===== src/rtl/mips_multicycle_ctrl.sv =====
`default_nettype none
// ---------------------------------------------------------------------------
// mips_multicycle_ctrl : multicycle MIPS control FSM with memory handshake,
//                        retired-instruction counter and sticky timeout fault.
// Revision: 1.0
// ---------------------------------------------------------------------------
module mips_multicycle_ctrl #(
  parameter int MEM_TIMEOUT = 16,
  parameter int CNT_W       = 32
) (
  input  logic             clk,
  input  logic             reset_n,
  input  logic             run,
  input  logic [5:0]       opcode,
  input  logic             zero,
  input  logic             mem_ready,
  output logic             mem_req,
  output logic             mem_we,
  output logic             iord,
  output logic             ir_load,
  output logic             pc_write,
  output logic             pc_write_cond,
  output logic [1:0]       pc_source,
  output logic             alu_src_a,
  output logic [1:0]       alu_src_b,
  output logic [1:0]       aluop,
  output logic             reg_write,
  output logic             reg_dst,
  output logic             mem_to_reg,
  output logic             illegal_op,
  output logic             fault,
  output logic [3:0]       state,
  output logic [CNT_W-1:0] retired
);

  typedef enum logic [3:0] {
    S_IDLE     = 4'd0,
    S_FETCH    = 4'd1,
    S_DECODE   = 4'd2,
    S_MEM_ADDR = 4'd3,
    S_MEM_WAIT = 4'd4,
    S_WB_MEM   = 4'd5,
    S_EXEC_R   = 4'd6,
    S_EXEC_I   = 4'd7,
    S_WB_ALU   = 4'd8,
    S_BRANCH   = 4'd9,
    S_FAULT    = 4'd15
  } state_t;

  localparam logic [5:0] c_OP_R    = 6'b000000;
  localparam logic [5:0] c_OP_LW   = 6'b100011;
  localparam logic [5:0] c_OP_SW   = 6'b101011;
  localparam logic [5:0] c_OP_BEQ  = 6'b000100;
  localparam logic [5:0] c_OP_ADDI = 6'b001000;
  // A waiting cycle that would push the count to MEM_TIMEOUT faults instead.
  localparam logic [7:0] c_WAIT_LAST = 8'(MEM_TIMEOUT - 1);

  state_t           r_state;
  state_t           w_next;
  logic [7:0]       r_wait;
  logic [CNT_W-1:0] r_retired;
  logic             w_retire;
  logic             w_timeout;
  logic             w_unused;

  // The zero flag is consumed by the datapath together with pc_write_cond.
  assign w_unused  = zero;
  assign w_timeout = (r_wait == c_WAIT_LAST);
  assign state     = r_state;
  assign retired   = r_retired;

  always_ff @(posedge clk or negedge reset_n) begin
    if (!reset_n) begin
      r_state   <= S_IDLE;
      r_wait    <= 8'd0;
      r_retired <= '0;
    end else begin
      r_state <= w_next;
      if (w_retire)
        r_retired <= r_retired + 1'b1;
      r_wait <= (mem_req && !mem_ready) ? r_wait + 8'd1 : 8'd0;
    end
  end

  always_comb begin
    w_next        = r_state;
    w_retire      = 1'b0;
    mem_req       = 1'b0;
    mem_we        = 1'b0;
    iord          = 1'b0;
    ir_load       = 1'b0;
    pc_write      = 1'b0;
    pc_write_cond = 1'b0;
    pc_source     = 2'b00;
    alu_src_a     = 1'b0;
    alu_src_b     = 2'b00;
    aluop         = 2'b00;
    reg_write     = 1'b0;
    reg_dst       = 1'b0;
    mem_to_reg    = 1'b0;
    illegal_op    = 1'b0;
    fault         = 1'b0;
    case (r_state)
      S_IDLE: begin
        if (run)
          w_next = S_FETCH;
      end
      S_FETCH: begin
        mem_req   = 1'b1;
        alu_src_b = 2'b01;
        if (mem_ready) begin
          ir_load  = 1'b1;
          pc_write = 1'b1;
          w_next   = S_DECODE;
        end else if (w_timeout) begin
          w_next = S_FAULT;
        end
      end
      S_DECODE: begin
        alu_src_b = 2'b11;
        case (opcode)
          c_OP_LW, c_OP_SW: w_next = S_MEM_ADDR;
          c_OP_R:           w_next = S_EXEC_R;
          c_OP_ADDI:        w_next = S_EXEC_I;
          c_OP_BEQ:         w_next = S_BRANCH;
          default: begin
            illegal_op = 1'b1;
            w_next     = S_IDLE;
          end
        endcase
      end
      S_MEM_ADDR: begin
        alu_src_a = 1'b1;
        alu_src_b = 2'b10;
        w_next    = S_MEM_WAIT;
      end
      S_MEM_WAIT: begin
        mem_req = 1'b1;
        iord    = 1'b1;
        mem_we  = (opcode == c_OP_SW);
        if (mem_ready) begin
          if (opcode == c_OP_SW) begin
            w_retire = 1'b1;
            w_next   = S_IDLE;
          end else begin
            w_next = S_WB_MEM;
          end
        end else if (w_timeout) begin
          w_next = S_FAULT;
        end
      end
      S_WB_MEM: begin
        reg_write  = 1'b1;
        mem_to_reg = 1'b1;
        w_retire   = 1'b1;
        w_next     = S_IDLE;
      end
      S_EXEC_R: begin
        alu_src_a = 1'b1;
        aluop     = 2'b10;
        w_next    = S_WB_ALU;
      end
      S_EXEC_I: begin
        alu_src_a = 1'b1;
        alu_src_b = 2'b10;
        w_next    = S_WB_ALU;
      end
      S_WB_ALU: begin
        reg_write = 1'b1;
        reg_dst   = (opcode == c_OP_R);
        w_retire  = 1'b1;
        w_next    = S_IDLE;
      end
      S_BRANCH: begin
        alu_src_a     = 1'b1;
        aluop         = 2'b01;
        pc_write_cond = 1'b1;
        pc_source     = 2'b01;
        w_retire      = 1'b1;
        w_next        = S_IDLE;
      end
      S_FAULT: begin
        fault = 1'b1;
      end
      default: w_next = S_IDLE;
    endcase
  end

endmodule
`default_nettype wire


===== config.mk =====
export PLATFORM = sky130hd
export DESIGN_NAME = mips_multicycle_ctrl
export DESIGN_NICKNAME = d
export VERILOG_FILES = /design/src/rtl/mips_multicycle_ctrl.sv
export SDC_FILE = /design/constraint.sdc
export NUM_CORES = 1
export LEC_CHECK = 0
export CELL_PAD_IN_SITES_DETAIL_PLACEMENT = 0
export CELL_PAD_IN_SITES_GLOBAL_PLACEMENT = 2
export CORE_MARGIN = 4
export CORE_UTILIZATION = 31
export CTS_CLUSTER_DIAMETER = 150
export CTS_CLUSTER_SIZE = 14
export DETAILED_ROUTE_END_ITERATION = 10
export PLACE_DENSITY = 0.92
export REMOVE_ABC_BUFFERS = 1
export SLEW_MARGIN = 10
export SYNTH_ARGS = -nofsm -noshare
export SYNTH_HDL_FRONTEND = slang
export SYNTH_SLANG_ARGS = --single-unit

===== constraint.sdc =====
create_clock -name clk -period 3.8 [get_ports clk]
set_input_delay 0.76 -clock clk [delete_from_list [all_inputs] [get_ports clk]]
set_output_delay 0.76 -clock clk [all_outputs]
set_load 0.02 [all_outputs]

=== After elaboration in Yosys (flattened, before gate mapping) ===
Index checks and enable logic that the tools add are counted.

* $add $sub $neg: 2
* Multipliers: 0
* Divide/modulo/power cells: 0
* Order comparisons: 0
* Eq/ne operators: 16
* Shifts and indexed selects: 0
* Mux-type cells: 27
* Bitwise gates (word level): 1
* Reductions and logical operators: 13

{| class="wikitable"
|+ Operators with widths
! cell !! count
|-
| $add 32x1->32 const B || 1
|-
| $pmux 4 s7 || 1
|-
| $eq 4x3->1 const B || 4
|-
| $mux 1 || 16
|-
| $mux 4 || 4
|-
| $pmux 4 s4 || 1
|-
| $eq 4x4->1 const B || 3
|-
| $eq 6x6->1 const B || 2
|-
| $reduce_or 2->1 || 5
|-
| $add 8x1->8 const B || 1
|-
| $eq 4x2->1 const B || 2
|-
| $eq 8x4->1 const B || 1
|-
| $mux 8 || 1
|-
| $eq 6x3->1 const B || 1
|-
| $eq 6x4->1 const B || 1
|-
| $logic_not 6->1 || 1
|-
| $pmux 2 s3 || 1
|-
| $reduce_or 5->1 || 1
|-
| $eq 4x1->1 const B || 1
|-
| $logic_not 4->1 || 1
|-
| $pmux 2 s2 || 1
|-
| $reduce_or 4->1 || 1
|-
| $mux 3 || 1
|-
| $reduce_or 3->1 || 1
|-
| other kinds (6) || 6
|}

* Register bits: 44
* Bits in latches: 0
* Bits in writable memories: 0
* ROM bits: 0
* Output and inout bits: 54
* Word-level logic and storage cells: 62
* Memories: 0

=== Longest topological paths before layout ===
* Word-level depth: 5
* Gate-level depth with buffers: 9

=== Least setup slack after synthesis ===
Ideal clock, no wire load.

* Path kind: input -> output
* Start point: input mem_ready
* End point: output pc_write
* Arrival: 2.024 ns
* Data required time: 3.040 ns
* Path slack: 1.016 ns
* Stages: 3
* Path buffers: 2
* Cell sequence: buf_2 nor4b_1 buf_4

* Word-level cells in the longest chain between the ends: 2

{| class="wikitable"
|+ RTL lines
! element !! line !! RTL
|-
| start, declared || 16 || <nowiki>input logic mem_ready,</nowiki>
|-
| $mux 1 (2 in series) || -- ||
|-
| end, declared || 21 || <nowiki>output logic pc_write,</nowiki>
|}

Every way passes these cells.

=== Final worst setup path ===
* Start point: input opcode[0]
* End point: output reg_dst

* Word-level cells in the longest chain between the ends: 2

{| class="wikitable"
|+ RTL lines
! element !! line !! RTL
|-
| start, declared || 14 || <nowiki>input logic [5:0] opcode,</nowiki>
|-
| $logic_not 6->1 || 170 || <nowiki>reg_dst = (opcode == c_OP_R);</nowiki>
|-
| $mux 1 || 103 || <nowiki>case (r_state)</nowiki>
|-
| end, declared || 28 || <nowiki>output logic reg_dst,</nowiki>
|}

Every way passes these cells.

==> flow_metrics.tcl <==
set metrics [dict create \
    status "finished, final reports clean" \
    skew_ns 0.005507 \
    min_period_over_period_pct 87.32 \
    cts_root_buf "clkbuf_8" \
    synth_edf_count 0 \
    drv_slew 0 \
    synth.avg_cell_area_um2 9.348 \
    placed_area_mm2 0.003114 \
    via_per_inst 4.826 \
    cts_made_buffers 5 \
    grt_setup_unrepaired "false" \
    synth_cell_types 47 \
    min_to "r_wait[0]$_DFF_PN0_" \
    r2r-end "retired[30]$_DFFE_PN0P_" \
    regArea_mm2 0.001101 \
    route.detailed.drc 0 \
    slew_headroom_pct 33.51 \
    drt_wl_total_mm 5.587 \
    worst_pin_slew_ns 0.9973 \
    crit_top_cell "clkdlybuf4s50_1" \
    vdd_drop_max_mv 0.3313 \
    synth_async_sr_flop_share_pct 100.0 \
    synth_flop_cell "dfrtp_1" \
    placed_cells 411 \
    whs_path_depth 1 \
    reg2reg_depth 7 \
    fin_crit_ns 3.318 \
    crit_path_start_kind "input port" \
    clk_pin_slew_ns 0.08 \
    ctsLongestPathBuffers 2 \
    holdBufCountCts 0 \
    path_max_fanout 4 \
    tns_ns 0 \
    grt.overflow.total 0 \
    ff2ff_setup_slack_ns 1.20 \
    end_kind "output pin" \
    vias 2022 \
    critical_path_required_ns 3.04 \
    post-cts-setup-buffers 0 \
    cp_cell_sequence "clkdlybuf4s50_1 > or3_1 > nor4_1 > clkdlybuf4s50_1" \
    cts_tree "yes" \
    synth_most_common_cell "dfrtp_1" \
    multi_input_area_mm2 0.001235 \
    grt_pass1_vias 1947 \
    synth_top_area_cell "dfrtp_1" \
    hp-class "reg -> reg" \
    synth_top_area_share_pct 44.78 \
    fp.dieH_um 97.06 \
    cts_resized 0 \
    synth_area_mm2 0.002459 \
    cap_violations 0 \
    fillers 767 \
    ys_seq_elements 44 \
    critPathSlowestCell "clkdlybuf4s50_1" \
    insertedDiodeCount 0 \
    first_pass_iters 4 \
    synth.area.top_cells "dfrtp_1, xnor2_1, xor2_1" \
    holdCritStartpoint "r_wait[0]$_DFF_PN0_" \
    fin_area_mm2 0.003208 \
    drt-initial-drc-count 90 \
    clk_latency_ns 0.30 \
    port_buffers 62 \
    cts_max_level 2 \
    cpPeakStageDelay_ns 0.65 \
    io_pins 65 \
    die_x_um 97.06 \
    p_leak_nw 1.227 \
    arrival_ns 2.56 \
    place_congestion 0.7972 \
    die_area_mm2 0.009420 \
    synthCells 263 \
    synth_common_cells "dfrtp_1, nor2_1, xnor2_1" \
    grt.total_usage_pct 12.25 \
    start_util_pct 31.82 \
    fmax_ghz 0.3014 \
    power_density_mw_per_mm2 488.4 \
    antenna_found_initial 0 \
    rows 32 \
    grt_first_pass_wirelength_mm 9.701 \
    regToRegStartpoint "state[2]$_DFFE_PN0P_" \
    core_mm2 0.007727 \
    setup_viol 0 \
    numClockSinks 44 \
    hpwl_mm 4.143 \
    yosys_warnings 0 \
    ys_seq_area_share_pct 44.78 \
    area_growth_pct 30.48 \
    final_nets 329 \
    wire_per_inst_um 13.33 \
    hold_viol 0 \
    grt_max_degree 45 \
    fin_cells 419 \
    worst-setup-path-type "in -> out" \
    ant_nets 0 \
    drive_gt1_share_pct 5.363 \
]
==> kinds of logic after synthesis <==
kind of cell    Yosys count  share of synthesized area, %
buf+inv                  24                         4.987
other cells               1                        0.1525
compound gates           28                         8.092
simple gates            124                         26.72
flops                    44                         44.78
fa+ha+maj                 2                         1.018
xor+xnor                 40                         14.25
==> how the worst max path moves through the flow <==
stage               slack (ns)  depth (start not counted)                 start  endpoint
floorplan                 0.79                          2  state[1]$_DFFE_PN0P_   ir_load
global placement          0.49                          4             opcode[0]   reg_dst
detailed placement        0.47                          4             opcode[0]   reg_dst
CTS                       0.47                          4             opcode[0]   reg_dst
global route              0.34                          4             opcode[0]   reg_dst
finish                    0.48                          4             opcode[0]   reg_dst
==> layout by cell type (no fill, tap or decap), types with 3 or more instances in the layout <==
| master | n |
|---|---|
| a21oi_1 | 7 |
| and2_1 | 3 |
| and3_1 | 7 |
| and4_1 | 3 |
| clkbuf_8 | 6 |
| clkdlybuf4s50_1 | 61 |
| dfrtp_1 | 44 |
| inv_1 | 6 |
| nand2_1 | 22 |
| nand2b_1 | 5 |
| nand3_1 | 16 |
| nand4_1 | 9 |
| nor2_1 | 33 |
| nor3_1 | 8 |
| nor4_1 | 6 |
| o21ai_0 | 5 |
| xnor2_1 | 24 |
| xor2_1 | 16 |
==> critical path, delay by kind of cell <==
family / cells / cell delay, ns
AND/OR/NAND/NOR: 2 / 0.70
buffers and inverters: 2 / 1.09
==> area by class of cell <==
class                   instances  share of cell area (%)
clock inverters                 1                  0.2340
inverters                       7                  0.8580
multi-input cells             195                   38.49
repair buffers                 63                   19.42
well taps                     102                   3.978
flip-flops and latches         44                   34.32
clock buffers                   7                   2.691
==> state kept, by name (all words and copies together) (netlist names) <==
name / count
state: 4
retired: 32
r_wait: 8
==> power by group <==
part           total [mW]  internal, mW  leakage, nW  switching, mW
registers           0.649         0.522        0.545          0.128
clock network       0.307         0.148       0.0445          0.159
logic               0.611         0.287        0.638          0.323
total                1.57         0.956         1.23          0.610
==> routing by layer <==
| metal | up-vias | share of wire [%] | wire length (µm) | global-route usage [%] |
|---|---|---|---|---|
| met1 | 971 | 48 | 2687 | 17.45 |
| li1 | 1006 | - | - | - |
| met5 | - | 0 | 0 | 0 |
| met2 | 38 | 46 | 2583 | 18.63 |
| met4 | 0 | 1.1 | 59 | 3.240 |
| met3 | 7 | 4.6 | 256 | 2.943 |
==> through the flow <==
step / setup slack [ns] / power (mW) / util [%] / hold slack (ns)
CTS: 0.4749 / 1.591 / 41.52 / 0.4616
finish: 0.4818 / 1.567 / 41.52 / 0.4570
floorplan: 0.7895 / 0.9859 / - / 0.4329
global placement: 0.4922 / 1.277 / 40.30 / 0.4473
detailed placement: 0.4727 / 1.279 / 40.30 / 0.4506
global route: 0.3399 / 1.682 / 41.52 / 0.4919
Power figures use the tool's default switching activity.
